## config.mk

```make
export PLATFORM = sky130hd
export DESIGN_NAME = vram_arbiter
export DESIGN_NICKNAME = d
export VERILOG_FILES = /design/src/rtl/vram_arbiter.sv
export SDC_FILE = /design/constraint.sdc
export NUM_CORES = 1
export LEC_CHECK = 0
export BUFFER_PORTS_ARGS = -buffer_cell sky130_fd_sc_hd__buf_2
export CAP_MARGIN = 40
export CORE_ASPECT_RATIO = 0.6
export CORE_MARGIN = 2
export CORE_UTILIZATION = 48
export DETAILED_ROUTE_END_ITERATION = 10
export GPL_TIMING_DRIVEN = 0
export PLACE_DENSITY_LB_ADDON = 0.15
export SYNTH_ARGS = -nofsm -noshare
export SYNTH_HDL_FRONTEND = slang
export SYNTH_SLANG_ARGS = --single-unit
```

## constraint.sdc

```tcl
create_clock -name clk -period 1.7 [get_ports clk]
set_clock_uncertainty 0.1 [all_clocks]
set_input_delay 0.085 -clock clk [delete_from_list [all_inputs] [get_ports clk]]
set_output_delay 0.085 -clock clk [all_outputs]
set_load 0.1 [all_outputs]
```

## src/rtl/vram_arbiter.sv

```systemverilog
// vram_arbiter
//
// Shares one single-port synchronous display RAM between the 6502 bus and the
// character-fetch side of the video generator. Video fetches normally win;
// a starvation counter forces a waiting CPU access through after STARVE_MAX
// consecutive losses. One RAM access per clock, fixed 3-cycle latency from
// a winning request to its ack/valid pulse.
//
// Ports
//   clk, n_reset                 clock, asynchronous active-low reset
//   cpu_req/we/addr/wdata        CPU access request (1-cycle pulse)
//   cpu_busy                     CPU access accepted and not yet acked
//   cpu_ack, cpu_rdata           completion pulse; read data held until next read ack
//   vid_req, vid_addr            character fetch request (1-cycle pulse)
//   vid_valid, vid_rdata         fetch return pulse; data held until next valid
//   vid_ovf                      sticky: a pending fetch was replaced before issue
//   ram_addr/we/wdata            registered RAM command
//   ram_rdata                    RAM read data, valid one cycle after ram_addr
//
// Pipeline: T arbitrate -> T+1 RAM command (S1) -> T+2 RAM data (S2)
//           -> T+3 registered ack/valid.

module vram_arbiter #(
    parameter int unsigned ADDR_W     = 11,
    parameter int unsigned DATA_W     = 8,
    parameter int unsigned STARVE_MAX = 4
) (
    input  logic              clk,
    input  logic              n_reset,
    input  logic              cpu_req,
    input  logic              cpu_we,
    input  logic [ADDR_W-1:0] cpu_addr,
    input  logic [DATA_W-1:0] cpu_wdata,
    output logic              cpu_busy,
    output logic              cpu_ack,
    output logic [DATA_W-1:0] cpu_rdata,
    input  logic              vid_req,
    input  logic [ADDR_W-1:0] vid_addr,
    output logic              vid_valid,
    output logic [DATA_W-1:0] vid_rdata,
    output logic              vid_ovf,
    output logic [ADDR_W-1:0] ram_addr,
    output logic              ram_we,
    output logic [DATA_W-1:0] ram_wdata,
    input  logic [DATA_W-1:0] ram_rdata
);

    localparam logic [3:0] StarveMax = 4'(STARVE_MAX);

    // Request holding state
    logic              vid_pend_q, vid_pend_d;
    logic [ADDR_W-1:0] vid_pend_addr_q, vid_pend_addr_d;
    logic              vid_ovf_q, vid_ovf_d;
    logic              cpu_pend_q, cpu_pend_d;
    logic              cpu_busy_q, cpu_busy_d;
    logic              cpu_we_q, cpu_we_d;
    logic [ADDR_W-1:0] cpu_addr_q, cpu_addr_d;
    logic [DATA_W-1:0] cpu_wdata_q, cpu_wdata_d;
    logic [3:0]        starve_q, starve_d;

    // S1: RAM command plus owner tag
    logic [ADDR_W-1:0] ram_addr_q, ram_addr_d;
    logic              ram_we_q, ram_we_d;
    logic [DATA_W-1:0] ram_wdata_q, ram_wdata_d;
    logic              s1_valid_q, s1_valid_d;
    logic              s1_cpu_q, s1_cpu_d;
    logic              s1_rd_q, s1_rd_d;

    // S2: owner tag aligned with ram_rdata
    logic              s2_valid_q, s2_valid_d;
    logic              s2_cpu_q, s2_cpu_d;
    logic              s2_rd_q, s2_rd_d;

    // Return stage
    logic              cpu_ack_q, cpu_ack_d;
    logic [DATA_W-1:0] cpu_rdata_q, cpu_rdata_d;
    logic              vid_valid_q, vid_valid_d;
    logic [DATA_W-1:0] vid_rdata_q, vid_rdata_d;

    // Arbitration signals
    logic              cpu_new;
    logic              cpu_cand;
    logic              vid_cand;
    logic              cpu_forced;
    logic              grant_vid;
    logic              grant_cpu;
    logic [ADDR_W-1:0] vid_sel_addr;
    logic              cpu_sel_we;
    logic [ADDR_W-1:0] cpu_sel_addr;
    logic [DATA_W-1:0] cpu_sel_wdata;

    always_comb begin
        cpu_new    = cpu_req & ~cpu_busy_q;
        cpu_cand   = cpu_pend_q | cpu_new;
        vid_cand   = vid_req | vid_pend_q;
        cpu_forced = cpu_cand & (starve_q == StarveMax);
        grant_vid  = vid_cand & ~cpu_forced;
        grant_cpu  = cpu_cand & ~grant_vid;

        // The older pending fetch issues first; a fresh request behind it waits.
        vid_sel_addr  = vid_pend_q ? vid_pend_addr_q : vid_addr;
        cpu_sel_we    = cpu_pend_q ? cpu_we_q : cpu_we;
        cpu_sel_addr  = cpu_pend_q ? cpu_addr_q : cpu_addr;
        cpu_sel_wdata = cpu_pend_q ? cpu_wdata_q : cpu_wdata;
    end

    // Next-state for request holding state
    always_comb begin
        vid_pend_d      = vid_pend_q;
        vid_pend_addr_d = vid_pend_addr_q;
        vid_ovf_d       = vid_ovf_q;
        cpu_pend_d      = cpu_pend_q;
        cpu_busy_d      = cpu_busy_q;
        cpu_we_d        = cpu_we_q;
        cpu_addr_d      = cpu_addr_q;
        cpu_wdata_d     = cpu_wdata_q;
        starve_d        = starve_q;

        // A new request is parked unless it is the one being issued right now.
        if (vid_req && (vid_pend_q || !grant_vid)) begin
            vid_pend_d      = 1'b1;
            vid_pend_addr_d = vid_addr;
            if (vid_pend_q && !grant_vid) begin
                vid_ovf_d = 1'b1;
            end
        end else if (grant_vid) begin
            vid_pend_d = 1'b0;
        end

        if (cpu_new) begin
            cpu_we_d    = cpu_we;
            cpu_addr_d  = cpu_addr;
            cpu_wdata_d = cpu_wdata;
        end

        if (grant_cpu) begin
            cpu_pend_d = 1'b0;
        end else if (cpu_new) begin
            cpu_pend_d = 1'b1;
        end

        // Busy covers acceptance through the ack cycle inclusive.
        cpu_busy_d = cpu_new | (cpu_busy_q & ~cpu_ack_q);

        if (cpu_cand && !grant_cpu) begin
            if (starve_q != StarveMax) begin
                starve_d = starve_q + 4'd1;
            end
        end else begin
            starve_d = 4'd0;
        end
    end

    // Next-state for the access pipeline
    always_comb begin
        ram_addr_d  = ram_addr_q;
        ram_we_d    = 1'b0;
        ram_wdata_d = ram_wdata_q;
        s1_valid_d  = 1'b0;
        s1_cpu_d    = 1'b0;
        s1_rd_d     = 1'b0;

        if (grant_vid) begin
            ram_addr_d = vid_sel_addr;
            s1_valid_d = 1'b1;
        end else if (grant_cpu) begin
            ram_addr_d  = cpu_sel_addr;
            ram_we_d    = cpu_sel_we;
            ram_wdata_d = cpu_sel_wdata;
            s1_valid_d  = 1'b1;
            s1_cpu_d    = 1'b1;
            s1_rd_d     = ~cpu_sel_we;
        end

        s2_valid_d = s1_valid_q;
        s2_cpu_d   = s1_cpu_q;
        s2_rd_d    = s1_rd_q;

        // ram_rdata is captured straight into the output registers so the
        // return lands on T+3.
        vid_valid_d = s2_valid_q & ~s2_cpu_q;
        vid_rdata_d = vid_valid_d ? ram_rdata : vid_rdata_q;
        cpu_ack_d   = s2_valid_q & s2_cpu_q;
        cpu_rdata_d = (cpu_ack_d && s2_rd_q) ? ram_rdata : cpu_rdata_q;
    end

    always_ff @(posedge clk or negedge n_reset) begin
        if (!n_reset) begin
            vid_pend_q      <= 1'b0;
            vid_pend_addr_q <= '0;
            vid_ovf_q       <= 1'b0;
            cpu_pend_q      <= 1'b0;
            cpu_busy_q      <= 1'b0;
            cpu_we_q        <= 1'b0;
            cpu_addr_q      <= '0;
            cpu_wdata_q     <= '0;
            starve_q        <= 4'd0;
            ram_addr_q      <= '0;
            ram_we_q        <= 1'b0;
            ram_wdata_q     <= '0;
            s1_valid_q      <= 1'b0;
            s1_cpu_q        <= 1'b0;
            s1_rd_q         <= 1'b0;
            s2_valid_q      <= 1'b0;
            s2_cpu_q        <= 1'b0;
            s2_rd_q         <= 1'b0;
            cpu_ack_q       <= 1'b0;
            cpu_rdata_q     <= '0;
            vid_valid_q     <= 1'b0;
            vid_rdata_q     <= '0;
        end else begin
            vid_pend_q      <= vid_pend_d;
            vid_pend_addr_q <= vid_pend_addr_d;
            vid_ovf_q       <= vid_ovf_d;
            cpu_pend_q      <= cpu_pend_d;
            cpu_busy_q      <= cpu_busy_d;
            cpu_we_q        <= cpu_we_d;
            cpu_addr_q      <= cpu_addr_d;
            cpu_wdata_q     <= cpu_wdata_d;
            starve_q        <= starve_d;
            ram_addr_q      <= ram_addr_d;
            ram_we_q        <= ram_we_d;
            ram_wdata_q     <= ram_wdata_d;
            s1_valid_q      <= s1_valid_d;
            s1_cpu_q        <= s1_cpu_d;
            s1_rd_q         <= s1_rd_d;
            s2_valid_q      <= s2_valid_d;
            s2_cpu_q        <= s2_cpu_d;
            s2_rd_q         <= s2_rd_d;
            cpu_ack_q       <= cpu_ack_d;
            cpu_rdata_q     <= cpu_rdata_d;
            vid_valid_q     <= vid_valid_d;
            vid_rdata_q     <= vid_rdata_d;
        end
    end

    assign cpu_busy  = cpu_busy_q;
    assign cpu_ack   = cpu_ack_q;
    assign cpu_rdata = cpu_rdata_q;
    assign vid_valid = vid_valid_q;
    assign vid_rdata = vid_rdata_q;
    assign vid_ovf   = vid_ovf_q;
    assign ram_addr  = ram_addr_q;
    assign ram_we    = ram_we_q;
    assign ram_wdata = ram_wdata_q;

endmodule

```

==> results summary <==
The flow ran to the end, but the final reports show violations. The final reports fail on negative setup slack. The vertical extent of the die is between 70 and 80 um.

The worst-case IR drop observed on VDD is 1.24 mV. The first routing iteration left 86 violations. The clock tree buffer depth is 2. Setup repair after global routing could not meet its margin everywhere.

The initial antenna violation count came to 0. The post-detailed-routing wire length came out at approximately 9.3 mm. The clock-pin slew of the registers on the worst-case setup and hold paths came out at 0.06 ns. The maximum frequency from static timing analysis came out at 525 MHz. The congestion estimate from routability-driven global placement came to between 0.7 and 0.8. For this design the total switching power over the nets is about 0.0044 W.

The number of hold violations in the final report is 0. The headroom to the max-slew limit is 63.7%. The switching share of power is a little under half. For this run, the detailed router's first-pass iteration total came to 4. The path class of the tightest hold or removal check is in2reg. From left edge to right edge, the die measures 117 um. The share of async-settable or async-resettable flops after synthesis came out at 100%. The total setup violations reported at the end of the flow came out at 29. The total standard cell area after synthesis came out at 0.00365 mm2. For this design, the slowest cell found on the critical path is sky130_fd_sc_hd__dfrtp_1.

The peak per-stage delay on the critical path came out at approximately 0.34 ns. In this run the power density over the cells is around 1800 mW/mm2. STA classifies the critical path startpoint as a flop. The actual slew at the worst max-slew pin came out at between 0.5 and 0.6 ns. Once the floorplan was initialized, standard cells occupied 49.9% of the core. The total clock buffers created by CTS came out at 9.

The distinct cell type count of the synthesized netlist is 39. Pin placement for this block handled 83 I/O pins. The fraction of layout cells with a size suffix above 1 is 37.4%. The number of antenna diodes is 0.

By startpoint and endpoint, the worst setup path is classified as reg2reg. The number of instances in the synthesized netlist came out at 322. The sum of buffers and inverters on the critical path came out at 3. The count of unresolved DRC violations after routing is 0. The combinational power share came out at 45.5%. The signal on the critical path passes through inv_1 > ha_2 > and3b_2 > o21a_4 > o21ai_4 > buf_12 > buf_8 > mux2_4. The tool flagged a number of max-cap violations equal to 0. The area growth from synthesis to layout is 44.4%. The later pin in the worst-skew pair is clocked with a latency of 0.34 ns. The data arrival at the endpoint of the critical path came out at 2.03 ns. The antenna violation net count after detailed routing is 0. The number of buffers inserted by port buffering is 82. The worst setup path is captured at a flop. Counting flops and latches in the post-synthesis netlist gives 83. Prior to clock tree synthesis, the placed netlist has a worst setup slack of -0.279 ns. The internal cell power came out at 0.00498 W. The setup total negative slack is -2.56 ns. The count of nets after finishing came out at roughly 520.

The via-per-instance ratio came out at 5.14. Across all setup checks in the final design, the least slack found is -0.206 ns. The part of the power in the clock network is 23.8%.

The root buffer cell is sky130_fd_sc_hd__clkbuf_16. The largest net degree at the start of global routing came out at 44. The residual overflow from global routing came out at 0. The number of synthesized flops with an enable pin is 0. The first global-routing pass estimated 14.7 mm of wire. The total count of max-transition violations in the final report came out at 0. The analysis attributes to cell leakage a power of 2.60 nW. TritonCTS built the clock tree. The final clock period utilization by the worst path came out at 112%.

Of all nets on the critical path, the largest fanout is 5. The time the final worst path needs with I/O delays and setup is 1.91 ns. The clock net sink count came out at 83. The cell family contributing the most delay on the critical path is flip-flops. The detailed-placement wirelength estimate came out at 5.91 mm.

The core footprint is 0.00733 mm2. The row count is 24. The sequential fraction of the synthesis area is 56.8%. The via count of the first global-routing pass came to roughly 2900. The total nets after synthesis came out at ~370.

The floorplan die area is 0.00835 mm2. The global-route total usage across every layer is 23.7%. The CTS H-tree depth is 3. The routed via count came out at around 3000.

The final routed wire length divided by cell count came out at 16.0 um. Per report_power, the sequential group accounts for a little under a third of the total. In the synthesized netlist the dominant register cell turns out to be sky130_fd_sc_hd__dfrtp_1. STA puts the critical path data required time at 1.82 ns. The count of yosys warnings during synthesis is 0. The synthesized area per cell came out at 11.4 um2.
-- metal layers --
metal	wire length, um	track usage, %	vias up
met1	4470	33.5	1508
met3	388	7.53	9
li1	-	-	1422
met5	0	0	-
met2	4380	36.2	56
met4	84	5.88	0
-- state kept, by name (all words and copies together), names as in the netlist --
| register | flops |
|---|---|
| cpu_ack | 1 |
| cpu_addr_q | 11 |
| cpu_busy | 1 |
| cpu_pend_q | 1 |
| cpu_rdata | 8 |
| cpu_wdata_q | 8 |
| cpu_we_q | 1 |
| ram_addr | 11 |
| ram_wdata | 8 |
| ram_we | 1 |
| s1_cpu_q | 1 |
| s1_rd_q | 1 |
| s1_valid_q | 1 |
| s2_cpu_q | 1 |
| s2_rd_q | 1 |
| s2_valid_q | 1 |
| starve_q | 4 |
| vid_ovf | 1 |
| vid_pend_addr_q | 11 |
| vid_pend_q | 1 |
| vid_rdata | 8 |
| vid_valid | 1 |
-- worst reg2reg max path, stage by stage, from the launching register on --
cell                      delay (ns)
sky130_fd_sc_hd__dfrtp_1        0.34
sky130_fd_sc_hd__inv_1          0.05
sky130_fd_sc_hd__ha_2           0.16
sky130_fd_sc_hd__and3b_2        0.23
sky130_fd_sc_hd__o21a_4         0.14
sky130_fd_sc_hd__o21ai_4        0.20
sky130_fd_sc_hd__buf_12         0.13
sky130_fd_sc_hd__buf_8          0.12
sky130_fd_sc_hd__mux2_4         0.31
-- cell type report --
cell class | count | area, um2
buffer | 19 | 121
clock buffer | 12 | 246
clock inverter | 4 | 97.6
fill | 548 | 2050
inverter | 17 | 63.8
multi-input combinational | 203 | 1530
sequential | 83 | 2080
tap | 104 | 130
timing repair buffer | 141 | 1010
-- power groups by stage --
stage          registers (W)  clock network, W  logic [W]
6_report             0.00290           0.00224    0.00429
5_1_grt              0.00296           0.00236    0.00449
4_1_cts              0.00289           0.00227    0.00422
3_5_place_dp         0.00291                 0    0.00403
3_3_place_gp         0.00288                 0    0.00398
2_1_floorplan        0.00524                 0   0.000925
-- cell families (layout without fill, tap and decap cells) --
family	Yosys count	after routing	share of synthesized area, %
buffers and inverters	37	193	4.66
flip-flops	83	83	56.8
AO/OA/AOI/OAI	51	52	10.2
AND/OR/NAND/NOR	100	100	12.3
adder cells (fa/ha/maj)	3	3	0.958
multiplexers	46	46	14.5
XOR/XNOR	2	2	0.479
-- worst paths after layout --
check	from	endpoint	slack [ns]	cells after the start
min reg2reg	s1_valid_q$_DFF_PN0_	s2_valid_q$_DFF_PN0_	0.26	0
min	cpu_req	s1_rd_q$_DFF_PN0_	0.14	5
max	starve_q[0]$_DFFE_PN0P_	vid_pend_addr_q[7]$_DFFE_PN0P_	-0.21	8
max reg2reg	starve_q[0]$_DFFE_PN0P_	vid_pend_addr_q[7]$_DFFE_PN0P_	-0.21	8
max in group asynchronous	n_reset	cpu_busy$_DFF_PN0_	0.71	3
min in group asynchronous	n_reset	vid_pend_addr_q[6]$_DFFE_PN0P_	0.17	2
-- cells in the mapped netlist (2+ instances only) --
| cell | instances | area, um2 |
|---|---|---|
| sky130_fd_sc_hd__inv_1 | 17 | 63.8 |
| sky130_fd_sc_hd__o21ai_0 | 12 | 60.1 |
| sky130_fd_sc_hd__mux2_2 | 17 | 191 |
| sky130_fd_sc_hd__a21oi_1 | 2 | 10.0 |
| sky130_fd_sc_hd__a31oi_1 | 10 | 62.6 |
| sky130_fd_sc_hd__clkbuf_1 | 6 | 22.5 |
| sky130_fd_sc_hd__buf_6 | 2 | 22.5 |
| sky130_fd_sc_hd__mux2i_1 | 19 | 190 |
| sky130_fd_sc_hd__o31ai_1 | 10 | 75.1 |
| sky130_fd_sc_hd__a221oi_1 | 11 | 96.3 |
| sky130_fd_sc_hd__mux2_4 | 10 | 150 |
| sky130_fd_sc_hd__nand3b_1 | 10 | 75.1 |
| sky130_fd_sc_hd__nor2_1 | 16 | 60.1 |
| sky130_fd_sc_hd__dfrtp_1 | 83 | 2080 |
| sky130_fd_sc_hd__nand2b_1 | 2 | 12.5 |
| sky130_fd_sc_hd__ha_1 | 2 | 25.0 |
| sky130_fd_sc_hd__buf_2 | 10 | 50.1 |
| sky130_fd_sc_hd__nand2_1 | 60 | 225 |
| sky130_fd_sc_hd__nor2b_1 | 3 | 18.8 |
-- metrics by stage --
| stage | power, W | cells | utilization, % | instance area [um2] | hold slack [ns] |
|---|---|---|---|---|---|
| finish | 0.00943 | 583 | 72.0 | 5280 | 0.136 |
| CTS | 0.00938 | 578 | 71.0 | 5200 | 0.125 |
| global placement | 0.00686 | 508 | 57.3 | 4200 | 0.198 |
| global route | 0.00982 | 583 | 72.0 | 5280 | 0.199 |
| detailed placement | 0.00694 | 509 | 57.6 | 4220 | 0.000474 |
| floorplan | 0.00617 | 322 | - | 3660 | -0.311 |
-- timing repair --
action                                  in CTS  in global routing
pin swaps                                    2                  5
endpoints found under the hold margin      101                  0
setup buffers                               11                  6
gates cloned                                 2                  1
resized for setup                           19                 18
endpoints found under the setup margin      30                 34
hold buffers                                41                  0
-- cells in the final DEF, fill, tap and decap left out, drive strengths merged, types with 11 or more instances in the layout --
cell / instances
buf: 112
dfrtp: 83
nand2: 60
dlygate4sd3: 41
mux2: 27
mux2i: 19
clkbuf: 19
inv: 17
nor2: 17
o21ai: 14
a221oi: 11
(Power assumes the default switching activity.)
